### config.mk
export PLATFORM = sky130hd
export DESIGN_NAME = func_lut_unit
export DESIGN_NICKNAME = d
export VERILOG_FILES = /design/src/rtl/func_lut_pkg.sv /design/src/rtl/func_lut_unit_loader.sv /design/src/rtl/func_lut_unit.sv
export SDC_FILE = /design/constraint.sdc
export NUM_CORES = 1
export LEC_CHECK = 0
export CORE_MARGIN = 1.5
export CORE_UTILIZATION = 40
export DETAILED_ROUTE_END_ITERATION = 7
export PLACE_DENSITY_LB_ADDON = 0.25
export SYNTH_ARGS = -nofsm -noshare
export SYNTH_HDL_FRONTEND = slang
export SYNTH_SLANG_ARGS = --single-unit
### constraint.sdc
create_clock -name clk -period 1.6 [get_ports clk]
set_input_delay 0.24 -clock clk [delete_from_list [all_inputs] [get_ports clk]]
set_output_delay 0.24 -clock clk [all_outputs]
set_load 0.02 [all_outputs]
### src/rtl/func_lut_pkg.sv
// Shared types and constants for the func_lut_unit block (optional feature macro: FUNC_LUT_INV_EN).
package func_lut_pkg;

  typedef enum logic [1:0] {
    IDLE = 2'd0,
    LOAD = 2'd1,
    SWAP = 2'd2
  } load_state_e;

  localparam int MAX_TBL_W = 256;
  localparam logic [MAX_TBL_W-1:0] DEFAULT_INIT_TABLE = 256'h208E;

  function automatic int num_words(input int n_in, input int cfg_w);
    return (1 << n_in) / cfg_w;
  endfunction

endpackage

### src/rtl/func_lut_unit_loader.sv
// Table-load stream: IDLE/LOAD/SWAP FSM, word counter and shadow truth table.
module func_lut_loader
  import func_lut_pkg::*;
#(
  parameter int N_IN = 4,
  parameter int CFG_W = 8,
  parameter logic [(1<<N_IN)-1:0] INIT_TABLE = DEFAULT_INIT_TABLE[(1<<N_IN)-1:0]
) (
  input  logic                 clk,
  input  logic                 rst,
  input  logic                 cfg_valid_i,
  input  logic [CFG_W-1:0]     cfg_data_i,
  output logic                 cfg_ready_o,
  output logic                 cfg_busy_o,
  output logic                 swap_o,
  output logic [(1<<N_IN)-1:0] shadow_o
);

  localparam int NW = num_words(N_IN, CFG_W);
  localparam int CNT_W = (NW > 1) ? $clog2(NW) : 1;
  localparam logic [CNT_W-1:0] LAST_WORD = CNT_W'(NW - 1);

  load_state_e      state_q, state_d;
  logic [CNT_W-1:0] cnt_q, cnt_d;
  logic             word_acc;

  assign word_acc = cfg_valid_i & cfg_ready_o;

  always_ff @(posedge clk or posedge rst) begin
    if (rst) begin
      state_q <= IDLE;
      cnt_q   <= '0;
    end else begin
      state_q <= state_d;
      cnt_q   <= cnt_d;
    end
  end

  always_comb begin
    state_d     = state_q;
    cnt_d       = cnt_q;
    cfg_ready_o = 1'b1;
    cfg_busy_o  = 1'b0;
    swap_o      = 1'b0;
    unique case (state_q)
      IDLE: begin
        if (word_acc) begin
          cnt_d   = cnt_q + CNT_W'(1);
          // A single-word table skips LOAD entirely.
          state_d = (cnt_q == LAST_WORD) ? SWAP : LOAD;
        end
      end
      LOAD: begin
        cfg_busy_o = 1'b1;
        if (word_acc) begin
          cnt_d = cnt_q + CNT_W'(1);
          if (cnt_q == LAST_WORD) state_d = SWAP;
        end
      end
      SWAP: begin
        cfg_ready_o = 1'b0;
        cfg_busy_o  = 1'b1;
        swap_o      = 1'b1;
        cnt_d       = '0;
        state_d     = IDLE;
      end
      default: state_d = IDLE;
    endcase
  end

  generate
    for (genvar gi = 0; gi < NW; gi++) begin : g_word
      logic [CFG_W-1:0] word_q;

      always_ff @(posedge clk or posedge rst) begin
        if (rst) begin
          word_q <= INIT_TABLE[gi*CFG_W +: CFG_W];
        end else if (word_acc && (cnt_q == CNT_W'(gi))) begin
          word_q <= cfg_data_i;
        end
      end

      assign shadow_o[gi*CFG_W +: CFG_W] = word_q;
    end
  endgenerate

endmodule

### src/rtl/func_lut_unit.sv
// Registered truth-table evaluator with atomic double-buffered table reload.
// Optional FUNC_LUT_INV_EN adds inv_sel, which inverts the registered result.
module func_lut_unit
  import func_lut_pkg::*;
#(
  parameter int N_IN = 4,
  parameter int CFG_W = 8,
  parameter logic [(1<<N_IN)-1:0] INIT_TABLE = DEFAULT_INIT_TABLE[(1<<N_IN)-1:0]
) (
  input  logic             clk,
  input  logic             rst,
  input  logic             in_valid,
  output logic             in_ready,
  input  logic [N_IN-1:0]  in_data,
`ifdef FUNC_LUT_INV_EN
  input  logic             inv_sel,
`endif
  output logic             out_valid,
  input  logic             out_ready,
  output logic             out_data,
  input  logic             cfg_valid,
  output logic             cfg_ready,
  input  logic [CFG_W-1:0] cfg_data,
  output logic             cfg_busy
);

  localparam int TBL_W = 1 << N_IN;

  logic [TBL_W-1:0] active_q;
  logic [TBL_W-1:0] shadow;
  logic             swap;
  logic             out_valid_q, out_valid_d;
  logic             out_data_q, out_data_d;
  logic             in_acc;
  logic             eval_bit;

  func_lut_loader #(
    .N_IN      (N_IN),
    .CFG_W     (CFG_W),
    .INIT_TABLE(INIT_TABLE)
  ) u_loader (
    .clk        (clk),
    .rst        (rst),
    .cfg_valid_i(cfg_valid),
    .cfg_data_i (cfg_data),
    .cfg_ready_o(cfg_ready),
    .cfg_busy_o (cfg_busy),
    .swap_o     (swap),
    .shadow_o   (shadow)
  );

  // The active table only changes at the end of SWAP, so the SWAP-cycle operand sees the old one.
  always_ff @(posedge clk or posedge rst) begin
    if (rst) begin
      active_q <= INIT_TABLE;
    end else if (swap) begin
      active_q <= shadow;
    end
  end

`ifdef FUNC_LUT_INV_EN
  assign eval_bit = active_q[in_data] ^ inv_sel;
`else
  assign eval_bit = active_q[in_data];
`endif

  assign in_ready = ~out_valid_q | out_ready;
  assign in_acc   = in_valid & in_ready;

  always_comb begin
    out_valid_d = out_valid_q;
    out_data_d  = out_data_q;
    if (in_acc) begin
      out_valid_d = 1'b1;
      out_data_d  = eval_bit;
    end else if (out_ready) begin
      out_valid_d = 1'b0;
    end
  end

  always_ff @(posedge clk or posedge rst) begin
    if (rst) begin
      out_valid_q <= 1'b0;
      out_data_q  <= 1'b0;
    end else begin
      out_valid_q <= out_valid_d;
      out_data_q  <= out_data_d;
    end
  end

  assign out_valid = out_valid_q;
  assign out_data  = out_data_q;

endmodule

==> key figures <==
CTS
  • CTS clk-pin slew, worst paths: 60 ps
  • Hold Buf Count CTS: 0
  • Maximum root-to-sink buffer count: 2
  • Clock sink total: 37
  • Clock root buffer: clkbuf_8
  • Skew-Pair Late Insertion Delay: 280 ps
  • CTS tree: yes
  • H-tree levels: 2
  • Num CTS Buffers: 5

Logic synthesis
  • Syn Area/Cell: 14.7 µm²
  • Area of the mapped netlist: 1620 µm²
  • Synth top area share: 41.8%
  • Cell variety after synth: 27
  • Synth area leaders: dfrtp_1 42%, mux2_2 22%, dfstp_2 16%, mux4_2 2.8%, mux2i_1 2.5%
  • Synth Register Bits: 37
  • Syn nets: 130
  • Yosys warning count: 0
  • Register area share after synthesis: 58.0%
  • Syn Inst Count: 110
  • Yosys top cell by area: dfrtp_1

Status
  • Status: complete, no violations

Placed design
  • Gp weighted congestion: 0.771
  • DP Wirelength: 2.16 mm
  • PortBufs: 21
  • Setup WS pre-CTS: -168 ps
  • Cell Area, Placed: 1960 µm²

Layout
  • Layout fillers: 318
  • Area of the multi-input gates: 653 µm²
  • Ant diodes: 0
  • Register area: 938 µm²
  • Nets: 164
  • Cell area after layout: 2050 µm²
  • Area Growth Syn to Fin: 26.6%
  • Layout cells sized above 1: 43.4%
  • Finished Core Util: 54.3%

STA
  • Fin Clk Skew: 2.51 ps
  • Slew headroom: 77.9%
  • Final Max Slew Viols: 0
  • Final worst-path cycle share: 96.5%
  • Hold slack: 307 ps
  • Setup slack after layout: 55.8 ps
  • RSZ-0062 raised after global routing: no
  • Min Tclk post-route: 1540 ps
  • Endpoints failing setup: 0
  • Final Hold Fails: 0
  • Slew @ Worst Pin: 323 ps
  • Fmax: 648 MHz

Floorplan
  • CORE AREA: 3770 µm²
  • Die area: 4430 µm²
  • Die Y: 66.6 µm
  • Cell Rows: 22
  • Die Width: 66.6 µm
  • Starting Density: 42.9%
  • IO Count: 22

Global routing
  • Vias in the first global route: 1,063
  • Initial antenna violation count: 0
  • Gr usage total: 15.6%
  • First-pass GRT wire length: 4.97 mm
  • Total gr overflow: 0
  • Largest net degree at the start of global routing: 38

Routing
  • Routed Wire Length: 2.95 mm
  • Metal-1 WL: 1.32 mm
  • Wire per inst: 15.3 µm
  • DR vias/cell: 5.20
  • Antenna Nets Post-Route: 0
  • Metal2 WL: 1.46 mm
  • Vias: 1,004
  • DRC: 0
  • DRT iter0 DRCs: 51
  • Met3 WL: 144 µm
  • Highest routed layer: met4
  • Drt pass-1 iters: 4

Setup path
  • CP required: 1360 ps
  • Max incr delay on CP: 380 ps
  • CP bufs+invs: 2
  • Kind of cell adding the most delay to the critical path: flip-flops
  • Setup CP Type: flip-flop to primary output
  • Setup crit start kind: flip-flop
  • Critical path peak fanout: 3
  • CP Capture Type: primary output
  • Crit-path cells: inv_1, ha_1, clkdlybuf4s15_1
  • CP arrival: 1300 ps
  • Slowest cell on the critical path: dfrtp_1

Pwr
  • Final Total Pwr: 3.72 mW
  • Pwr per Cell Area: 1820 nW/µm²
  • Lkg Pwr: 0.857 nW
  • VDD IR max: 0.000815 V

Worst hold path
  • Hold/Removal Path Class: input port to asynchronous set/reset pin

Flow run
  • Max-cap violations: 0
## what timing repair did
item / in CTS / in global routing
endpoints found under the setup margin: 3 / 9
buffers inserted: 0 / 0
resized for setup: 4 / 5
pin swaps: 0 / 1
## worst register-to-register path, stage by stage (launching register included)
cell,delay [ps]
dfrtp_1,350
inv_1,80
ha_2,200
nand2b_4,160
nor2_4,130
buf_12,140
mux2_2,330
## path summary, 6_finish.rpt
kind	startpoint	to	slack [ps]	cells past startpoint
max in group asynchronous	rst	active_q[7]	1040	3
min in group clk	active_q[15]	active_q[15]	510	1
min reg2reg	active_q[15]	active_q[15]	510	1
min	rst	u_loader.g_word[1].word_q[0]	310	3
max	u_loader.state_q[1]	cfg_busy	60	3
max reg2reg	u_loader.state_q[0]	u_loader.g_word[0].word_q[4]	100	6
## cell usage in the layout, fill, tap and decap left out, types with 2 or more instances in the layout
cell	instances
mux4_2	2
clkbuf_1	3
clkdlybuf4s50_1	18
ha_1	2
buf_12	2
nand2b_1	2
buf_4	7
clkbuf_8	5
dfstp_2	10
mux2i_1	4
nand2_1	3
dfrtp_1	27
inv_1	5
mux2_2	32
o21ai_0	2
nor2b_1	2
## Yosys cell counts (all sizes together)
| cell type | instances |
|---|---|
| mux2 | 32 |
| dfrtp | 27 |
| dfstp | 10 |
| inv | 5 |
| mux2i | 4 |
| buf | 3 |
| ha | 3 |
| nand2 | 3 |
| nand2b | 3 |
| mux4 | 2 |
| nand3 | 2 |
| nor2 | 2 |
| nor2b | 2 |
| o21ai | 2 |
| a2111oi | 1 |
| a21oi | 1 |
| a221oi | 1 |
| and3 | 1 |
| nand3b | 1 |
| o2111ai | 1 |
| o211a | 1 |
| o211ai | 1 |
| o32ai | 1 |
| or3 | 1 |
## area by class of cell
cell class	instances	area share [%]
well taps	48	2.93
inverters	5	0.917
repair buffers	30	14.5
clock buffers	8	3.91
multi-input cells	65	31.9
flip-flops and latches	37	45.8
## kinds of logic (layout without fill, tap and decap cells)
| logic type | count (synthesis) | count (layout) | synth area share (%) |
|---|---|---|---|
| buffers and inverters | 8 | 43 | 2.48 |
| AND/OR/NAND/NOR | 15 | 15 | 5.42 |
| AO/OA/AOI/OAI | 9 | 9 | 4.18 |
| adder cells (fa/ha/maj) | 3 | 3 | 2.32 |
| flip-flops | 37 | 37 | 58.0 |
| multiplexers | 38 | 38 | 27.6 |
## per-layer routing
layer,global-route usage (%),up-vias
met3,4.39,5
met5,0,-
met1,18.3,510
met2,26.3,26
li1,-,463
met4,7.40,0
## per-stage QoR
| stage | setup TNS [ps] | instances |
|---|---|---|
| 2_1_floorplan | 0 | 110 |
| 3_3_place_gp | -138 | 185 |
| 3_5_place_dp | -334 | 185 |
| 4_1_cts | 0 | 193 |
| 5_1_grt | 0 | 193 |
| 6_report | 0 | 193 |
## registers in the layout, summed over array words and instances, names as in the netlist
| signal | cells |
|---|---|
| active_q | 16 |
| u_loader.g_word.word_q | 16 |
| out_data | 1 |
| out_valid | 1 |
| u_loader.state_q | 2 |
| u_loader.cnt_q | 1 |
## power breakdown
| group | internal, mW | leakage (nW) | switching, mW |
|---|---|---|---|
| clock network | 0.309 | 0.0395 | 0.292 |
| registers | 1.50 | 0.427 | 0.253 |
| logic | 0.806 | 0.391 | 0.560 |
Power figures use the tool's default switching activity.
